## src/rtl/load_store_queue.sv

```systemverilog
// -----------------------------------------------------------------------------
// load_store_queue
//
// In-order memory-op queue between execute and a single-ported memory stage.
// Ops enter a circular FIFO and leave from the head in arrival order. Stores
// go to memory and retire in the same cycle. Loads strobe mem_MemRead, wait
// one cycle for mem_read_data, then retire with a registered writeback
// (wb_valid / wb_data / wb_tag) one cycle after that.
//
// Optional feature (compile-time macro LSQ_STORE_FORWARD_EN):
//   A load being enqueued takes its data from the youngest queued store to
//   the same address, including a store leaving the head in that same cycle.
//   A forwarded load retires with no memory access, and its writeback
//   follows on the next cycle.
//
// Parameters:
//   DEPTH  queue entries, power of two, 2..16
//   TAG_W  width of the instruction tag carried to writeback
//
// Ports:
//   clk, rst            single clock; asynchronous active-high reset
//   in_valid/in_ready   op handshake from execute (transfer when both high)
//   in_is_store         1 = store, 0 = load
//   in_addr, in_wdata   effective address and store data
//   in_tag              instruction tag
//   flush               discard every queued and in-flight op at this edge
//   mem_address         memory address (0 when no strobe is high)
//   mem_write_data      store data (0 when no strobe is high)
//   mem_MemWrite        store strobe
//   mem_MemRead         load strobe
//   mem_read_data       load data, valid the cycle after mem_MemRead
//   wb_valid            one-cycle pulse per completed load
//   wb_data, wb_tag     load result and its tag
// -----------------------------------------------------------------------------
module load_store_queue #(
  parameter int DEPTH = 4,
  parameter int TAG_W = 3
) (
  input  logic             clk,
  input  logic             rst,
  input  logic             in_valid,
  output logic             in_ready,
  input  logic             in_is_store,
  input  logic [7:0]       in_addr,
  input  logic [7:0]       in_wdata,
  input  logic [TAG_W-1:0] in_tag,
  input  logic             flush,
  output logic [7:0]       mem_address,
  output logic [7:0]       mem_write_data,
  output logic             mem_MemWrite,
  output logic             mem_MemRead,
  input  logic [7:0]       mem_read_data,
  output logic             wb_valid,
  output logic [7:0]       wb_data,
  output logic [TAG_W-1:0] wb_tag
);

  localparam int PTR_W = $clog2(DEPTH);
  localparam int CNT_W = PTR_W + 1;

  // For a load, 'data' holds the forwarded store data when 'fwd' is set.
  typedef struct packed {
    logic             is_store;
    logic             fwd;
    logic [7:0]       addr;
    logic [7:0]       data;
    logic [TAG_W-1:0] tag;
  } entry_t;

  typedef enum logic {IDLE, LOAD_WAIT} state_t;

  entry_t           queue_mem [DEPTH];
  logic [PTR_W-1:0] head, tail;
  logic [CNT_W-1:0] count;
  state_t           state, state_n;

  entry_t           head_e, new_e;
  logic             push, pop, fwd_pop;
  logic             fwd_hit;
  logic [7:0]       fwd_data;

  assign head_e   = queue_mem[head];
  // Depends on the registered count only: a full queue refuses an op even
  // if the head is leaving in the same cycle.
  assign in_ready = (count < CNT_W'(DEPTH)) && !flush;
  assign push     = in_valid && in_ready;

`ifdef LSQ_STORE_FORWARD_EN
  // Walk from oldest to youngest so the last match (the youngest store) wins.
  // Every occupied entry counts, including the head popping this cycle.
  always_comb begin
    fwd_hit  = 1'b0;
    fwd_data = '0;
    for (int i = 0; i < DEPTH; i++) begin
      if (CNT_W'(i) < count) begin
        if (queue_mem[head + PTR_W'(i)].is_store &&
            queue_mem[head + PTR_W'(i)].addr == in_addr) begin
          fwd_hit  = 1'b1;
          fwd_data = queue_mem[head + PTR_W'(i)].data;
        end
      end
    end
  end
`else
  assign fwd_hit  = 1'b0;
  assign fwd_data = '0;
`endif

  always_comb begin
    new_e.is_store = in_is_store;
    new_e.fwd      = !in_is_store && fwd_hit;
    new_e.addr     = in_addr;
    new_e.data     = (!in_is_store && fwd_hit) ? fwd_data : in_wdata;
    new_e.tag      = in_tag;
  end

  // Issue logic: memory strobes come straight from the head entry.
  // NOTE: every output of this block gets a default before any branch, so
  // no path leaves a value unassigned and no latch is inferred.
  always_comb begin
    state_n        = state;
    pop            = 1'b0;
    fwd_pop        = 1'b0;
    mem_MemWrite   = 1'b0;
    mem_MemRead    = 1'b0;
    mem_address    = '0;
    mem_write_data = '0;
    case (state)
      IDLE: begin
        if (count != '0) begin
          if (head_e.is_store) begin
            mem_MemWrite   = 1'b1;
            mem_address    = head_e.addr;
            mem_write_data = head_e.data;
            pop            = 1'b1;
          end else if (head_e.fwd) begin
            pop     = 1'b1;
            fwd_pop = 1'b1;
          end else begin
            mem_MemRead = 1'b1;
            mem_address = head_e.addr;
            state_n     = LOAD_WAIT;
          end
        end
      end
      LOAD_WAIT: begin
        // The load stays at the head until its data is captured here.
        pop     = 1'b1;
        state_n = IDLE;
      end
      default: state_n = IDLE;
    endcase
  end

  // NOTE: sequential state uses non-blocking assignments so every register
  // samples pre-edge values, independent of process ordering.
  always_ff @(posedge clk or posedge rst) begin
    if (rst) begin
      head  <= '0;
      tail  <= '0;
      count <= '0;
      state <= IDLE;
    end else if (flush) begin
      head  <= '0;
      tail  <= '0;
      count <= '0;
      state <= IDLE;
    end else begin
      state <= state_n;
      if (pop)  head <= head + PTR_W'(1);
      if (push) tail <= tail + PTR_W'(1);
      count <= count + CNT_W'(push) - CNT_W'(pop);
    end
  end

  // NOTE: the entry storage has no reset; an entry is only read once the
  // count says it was written, so its power-up contents never matter.
  always_ff @(posedge clk) begin
    if (push) queue_mem[tail] <= new_e;
  end

  // Registered writeback. Flush and reset both kill a result in flight.
  always_ff @(posedge clk or posedge rst) begin
    if (rst) begin
      wb_valid <= 1'b0;
      wb_data  <= '0;
      wb_tag   <= '0;
    end else if (flush) begin
      wb_valid <= 1'b0;
      wb_data  <= '0;
      wb_tag   <= '0;
    end else if (state == LOAD_WAIT) begin
      wb_valid <= 1'b1;
      wb_data  <= mem_read_data;
      wb_tag   <= head_e.tag;
    end else if (fwd_pop) begin
      wb_valid <= 1'b1;
      wb_data  <= head_e.data;
      wb_tag   <= head_e.tag;
    end else begin
      wb_valid <= 1'b0;
      wb_data  <= '0;
      wb_tag   <= '0;
    end
  end

endmodule

```

## config.mk

```make
export PLATFORM = sky130hd
export DESIGN_NAME = load_store_queue
export DESIGN_NICKNAME = d
export VERILOG_FILES = /design/src/rtl/load_store_queue.sv
export SDC_FILE = /design/constraint.sdc
export NUM_CORES = 1
export LEC_CHECK = 0
export BUFFER_PORTS_ARGS = -buffer_cell sky130_fd_sc_hd__buf_2
export CORE_MARGIN = 3
export CORE_UTILIZATION = 50
export CTS_BUF_LIST = sky130_fd_sc_hd__clkbuf_4 sky130_fd_sc_hd__clkbuf_8 sky130_fd_sc_hd__clkbuf_16
export CTS_CLUSTER_DIAMETER = 200
export DETAILED_ROUTE_END_ITERATION = 12
export PLACE_DENSITY = 0.75
export SLEW_MARGIN = 20
export SYNTH_ARGS = -nofsm -noshare
export SYNTH_HDL_FRONTEND = slang
export SYNTH_SLANG_ARGS = --single-unit
```

## constraint.sdc

```tcl
create_clock -name clk -period 2.61 [get_ports clk]
set_input_delay 0 -clock clk [delete_from_list [all_inputs] [get_ports clk]]
set_output_delay 0 -clock clk [all_outputs]
set_load 0.005 [all_outputs]
```

==> flow_summary.toml, run 1 <==
[run_status]
status = "completed"

[placement]
pre_cts_slack_ns = 0.116
io_buffers = 62
dpl.hpwl_um = 4090
gp_congestion = 0.738
dp.cells = 368

[critical_path]
reg2reg_setup_slack_ns = 0.15
critical_path_class = "register to register"
path_cells = "mux4_2, a21o_1, ha_1, inv_1, ha_1, inv_1, fa_1, xor2_1, and2_1, nor3_2"
worst-path-buf-inv = 2
cpPeakStageDelay_ns = 0.50
critPathRequiredTime_ns = 2.89
startpoint_type = "register"
arrival_ns = 2.75
cp_max_fo = 3
end_kind = "register"
worst_path_max_delay_cell = "mux4_2"
cp_top_family = "adder cells"

[synthesis]
seq_area_frac_synth_pct = 73.6
ys_ff_latch = 100
netlist.area_leader.share_pct = 60.9
synthesis.nets = 245
ys_warn_count = 0
syn_area_sq_mm = 0.00395
synth_edf_count = 80
ys.flop_type = "edfxtp_1"
yosys.area.top_type = "edfxtp_1"
yosysMostFrequentCell = "edfxtp_1"
syn_inst = 206
ys_top_cells_by_count = "80 x edfxtp_1, 20 x dfrtp_1, 20 x mux4_2, 19 x nor2b_1, 16 x and2_1"
yosys-top-cells-area = "edfxtp_1 61%, dfrtp_1 13%, mux4_2 11%"
ys_types = 30
synthArstFlopShare_pct = 20.0
syn_avg_cell_area_sq_um = 19.2

[drt]
firstDrtPassIters = 4
wl_per_cell_um = 16.4
drt-initial-drc-count = 83
ant_nets = 0
num_vias = 2099
routed_wl_um = 6830
vias_per_cell = 5.05
drc = 0

[floorplan]
row_count = 31
fp.coreArea_sq_mm = 0.00745
die_w_um = 94.8
ios = 63
die_height_um = 94.8
initial_utilization_pct = 53.0
dieArea_sq_mm = 0.00899

[cts]
clk_latency_ns = 0.35
clock_sinks = 100
cts_tree = "built"
path_clk_slew_ns = 0.10
cts_root_buffer = "clkbuf_8"
numCtsBuffers = 9
cts_buffer_depth = 2
htreeDepth = 3

[global_route]
antenna_found_initial = 0
grt_use_total_pct = 16.5
grt_remaining_overflow = 0
grt_pass1_vias = 2157
grt_pass1_wl_um = 10900
grt_max_degree = 25

[timing]
finalWorstSetupSlack_ns = 0.145
max_slew_margin_pct = 49.4
tightest_slew_ns = 0.757
finalSetupViolCount = 0
slew_violations = 0
tns_ns = 0
max_freq_ghz = 0.406
finClkSkew_ns = 0.00755
period_share_pct = 94.4
rsz0062_at_grt = "no"
finalHoldViolCount = 0
period_minus_slack_ns = 2.46

[power]
power_density_mw_per_mm2 = 828
power_leakage_nw = 1.92
vdd_drop_max_mv = 0.567
total_power_w = 0.00408

[layout]
final_cells = 416
num_antenna_cells = 0
fin_nets = 351
syn_to_final_growth_pct = 24.9
drive_gt1_share_pct = 35.6

[job]
maxCapViolations = 0

[hold_path]
hold_class = "input pin to register"
==> logic make-up after synthesis <==
family | count (synthesis) | share of synthesized area [%]
XOR/XNOR | 2 | 0.444
adder cells (fa/ha/maj) | 7 | 2.41
AO/OA/AOI/OAI | 8 | 1.49
buffers and inverters | 16 | 2.22
flip-flops | 100 | 73.6
multiplexers | 22 | 12.0
AND/OR/NAND/NOR | 51 | 7.90
==> cell usage in the layout (no fill, tap or decap), drive strengths merged, types with 5 or more instances in the layout <==
master	count
mux4	20
and2	16
dlygate4sd3	30
dfrtp	20
clkbuf	9
nor2b	19
inv	11
buf	74
edfxtp	80
nor2	5
ha	6
==> flip-flops by register name (all words and copies together) (netlist names) <==
register,count
wb_valid,1
head,2
wb_data,8
tail,2
count,3
wb_tag,3
state,1
queue_mem,80
==> path summary, 6_finish.rpt <==
check                           depth (start not counted)        startpoint        to
worst min-delay path                                    4          in_valid   tail[0]
min in group asynchronous                               3               rst   tail[0]
max in group asynchronous                               3               rst   head[0]
worst min register to register                          2           tail[0]   tail[0]
worst max-delay path                                   10  queue_mem[3][19]  count[2]
worst max register to register                         10  queue_mem[3][19]  count[2]
==> layout make-up <==
| class | count | area (sq um) |
|---|---|---|
| Multi-Input combinational cell | 90 | 960 |
| Clock inverter | 7 | 91.3 |
| Clock buffer | 9 | 124 |
| Sequential cell | 100 | 2900 |
| Timing Repair Buffer | 104 | 701 |
| Tap cell | 99 | 124 |
| Inverter | 7 | 26.3 |
| Fill cell | 530 | 2520 |
==> per-stage QoR <==
step,util [%],cell area (sq um),hold slack [ns]
3_3_place_gp,59.0,4390,0.176
6_report,66.2,4930,0.0580
3_5_place_dp,59.0,4390,0.170
4_1_cts,65.9,4910,0.0483
5_1_grt,66.2,4930,0.0968
2_1_floorplan,-,3950,-0.0362
==> routing by layer <==
metal	part of all wire [%]	vias to the layer above	track usage (%)
met5	0	-	0
met4	0.25	0	3.25
met3	5.7	2	4.70
met2	51	62	26.7
met1	43	1043	22.5
li1	-	992	-
==> power breakdown <==
part	leakage, nW	switching [W]	total (W)	internal (W)
Sequential	0.997	0.0000621	0.00192	0.00185
Clock	0.106	0.000553	0.00102	0.000468
Combinational	0.816	0.000547	0.00114	0.000596
Total	1.92	0.00116	0.00408	0.00292
==> timing repair <==
item,4_1_cts,5_1_grt
setup endpoints to repair,0,1
hold endpoints to repair,116,0
resized for setup,0,1
hold buffers,30,0
buffers inserted,0,2
==> worst min-delay path, stage by stage <==
cell and delay (ns):
buf_2 0.08, nor2b_1 0.15, xnor2_1 0.07, nor2_1 0.07
Power figures use the tool's default switching activity.
==> inputs of run 2 (changes only) <==
Settings changed: ABC_AREA set to 1, PLACE_DENSITY 0.75 to 0.74.
==> run 2 against run 1 <==
- sequential power about the same
- global-route usage grew 2.1 points
- fmax up 11%
- sequential share of layout area is 1.2 points lower
- worst hold slack better by 0.24 ns
- first-iteration DRC count up 130%
- cell count up 30%
- clock-buffer cell count unchanged
- critical path type unchanged
==> flow_summary.toml, run 2 <==
[critical_path]
startpoint_type = "register"
cp_top_family = "adder cells"
critPathRequiredTime_ns = 2.86
worst-path-buf-inv = 3
timing.rr.start = "head[0]"
end_kind = "register"
worst_r2r_path_depth = 12
worst_path_max_delay_cell = "dfrtp_1"
cp_max_fo = 18
cpPeakStageDelay_ns = 0.48
critical_path_class = "register to register"
cp.depth = 12
path_cells = "inv_6, nand2_1, nand3_2, nand3_4, nand2_1, ha_1, inv_1, ha_1, inv_1, fa_1, o21ai_0, a21oi_1"
crit_path_start = "head[0]"
arrival_ns = 2.47

[timing]
period_share_pct = 85.2
tightest_slew_ns = 0.754
slew_violations = 0
rsz0062_at_grt = "no"
finalSetupViolCount = 0
tns_ns = 0
period_minus_slack_ns = 2.22
max_freq_ghz = 0.450
finalHoldViolCount = 0
finClkSkew_ns = 0.00834
max_slew_margin_pct = 49.7

[synthesis]
synthesis.nets = 366
syn_area_sq_mm = 0.00404
seq_area_frac_synth_pct = 71.9
synth_edf_count = 80
ys_top_cells_by_count = "80 x edfxtp_1, 79 x nor2_1, 30 x o21ai_0, 23 x inv_1, 20 x dfrtp_1"
ys_types = 26
yosys-top-cells-area = "edfxtp_1 59%, dfrtp_1 12%, nor2_1 7.3%"
synthArstFlopShare_pct = 20.0
netlist.area_leader.share_pct = 59.5
yosysMostFrequentCell = "edfxtp_1"
yosys.area.top_type = "edfxtp_1"
ys_ff_latch = 100
ys_warn_count = 0
syn_avg_cell_area_sq_um = 12.3
ys.flop_type = "edfxtp_1"
syn_inst = 327

[cts]
htreeDepth = 3
clk_latency_ns = 0.36
path_clk_slew_ns = 0.10
cts_tree = "built"
cts_root_buffer = "clkbuf_8"
cts_buffer_depth = 2
clock_sinks = 100
numCtsBuffers = 9

[floorplan]
die_w_um = 95.9
die_height_um = 95.9
initial_utilization_pct = 52.0
fp.coreArea_sq_mm = 0.00777
dieArea_sq_mm = 0.00919
ios = 63
row_count = 32

[hold_path]
hold_class = "input pin to async pin"

[layout]
final_cell_mix = "80 x edfxtp_1, 75 x nor2_1, 62 x buf_2"
mostFrequentLayoutCell = "edfxtp_1"
top_regs = "queue_mem x80, wb_data x8"
final_cells = 541
drive_gt1_share_pct = 23.9
num-fill-cells = 578
fin_nets = 473
num_antenna_cells = 0
top_register = "queue_mem"
largest_reg_flops = 80
final_cell_area_sq_mm = 0.00503
final_core_util_pct = 64.8
syn_to_final_growth_pct = 24.6

[drt]
firstDrtPassIters = 4
routed_wl_um = 7960
num_vias = 2715
drt-initial-drc-count = 192
ant_nets = 0
drc = 0
vias_per_cell = 5.02
wl_per_cell_um = 14.7

[placement]
dp.cells = 486
io_buffers = 62
postPlaceCellArea_sq_mm = 0.00446
gp_congestion = 0.789
dpl.hpwl_um = 4800

[power]
vdd_drop_max_mv = 0.358
power_leakage_nw = 2.09
power_density_mw_per_mm2 = 823

[job]
maxCapViolations = 0

[global_route]
grt_use_total_pct = 18.6
grt_pass1_wl_um = 12700
grt_max_degree = 25
grt_pass1_vias = 2681
antenna_found_initial = 0
grt_remaining_overflow = 0

[run_status]
status = "completed"
-- run 2: changes by cell type after synthesis, sizes merged, moves of 5 or more --
cell	delta
and2	-15
nor2b	-19
o22ai	+8
buf	+5
mux4	-20
a21oi	+11
o21ai	+40
nand3	+8
inv	+18
nor2	+82
nand2	+16
-- run 2: final timing paths --
kind | end | slack, ns
worst max-delay path | count[2] | 0.39
worst min register to register | wb_tag[0] | 0.54
worst max register to register | count[2] | 0.39
max in group asynchronous | count[0] | 1.84
worst min-delay path | wb_data[3] | 0.30
min in group clk | queue_mem[0][16] | 0.38
-- run 2: layout make-up --
cell class / instances / area, sq um / area share, %
clock inverter: 7 / 61.3 / 1.22
tap: 102 / 128 / 2.54
clock buffer: 9 / 124 / 2.46
sequential: 100 / 2900 / 57.7
multi-input combinational: 187 / 942 / 18.7
timing repair buffer: 111 / 776 / 15.4
inverter: 25 / 98.8 / 1.96
-- run 2: where the power goes --
group          total (W)  switching, W  internal (W)
Sequential       0.00193     0.0000737       0.00185
Combinational    0.00131      0.000799      0.000506
Clock           0.000907      0.000546      0.000361
-- run 2: stage by stage --
step	hold WS, ns	power [W]	setup slack [ns]
floorplan	-0.0362	0.00281	0.568
global placement	0.153	0.00318	0.478
detailed placement	0.167	0.00322	0.408
CTS	0.315	0.00417	0.383
global route	0.383	0.00444	0.108
finish	0.297	0.00414	0.386
-- run 2: kinds of logic after synthesis --
family                   count (synthesis)  synth area share, %
AO/OA/AOI/OAI                           60                 7.69
XOR/XNOR                                 2                0.434
adder cells (fa/ha/maj)                  7                 2.36
buffers and inverters                   40                 5.02
flip-flops                             100                 71.9
AND/OR/NAND/NOR                        118                 12.6
-- run 2: worst register-to-register path, delay by kind of cell (launching register included) --
kind	cells	cell delay [ns]
buf+inv	3	0.21
simple gates	4	0.40
compound gates	2	0.23
fa+ha+maj	3	0.80
flops	1	0.48
-- run 2: timing repair --
item | in CTS | in global routing
hold buffers | 39 | 0
gates resized for setup | 0 | 0
buffers inserted | 0 | 0
endpoints found under the hold margin | 113 | 0
-- run 2: layer usage --
metal,track usage (%),wire length [um]
met5,0,0
met4,6.75,129
met3,4.46,430
met2,31.3,3970
met1,23.4,3430
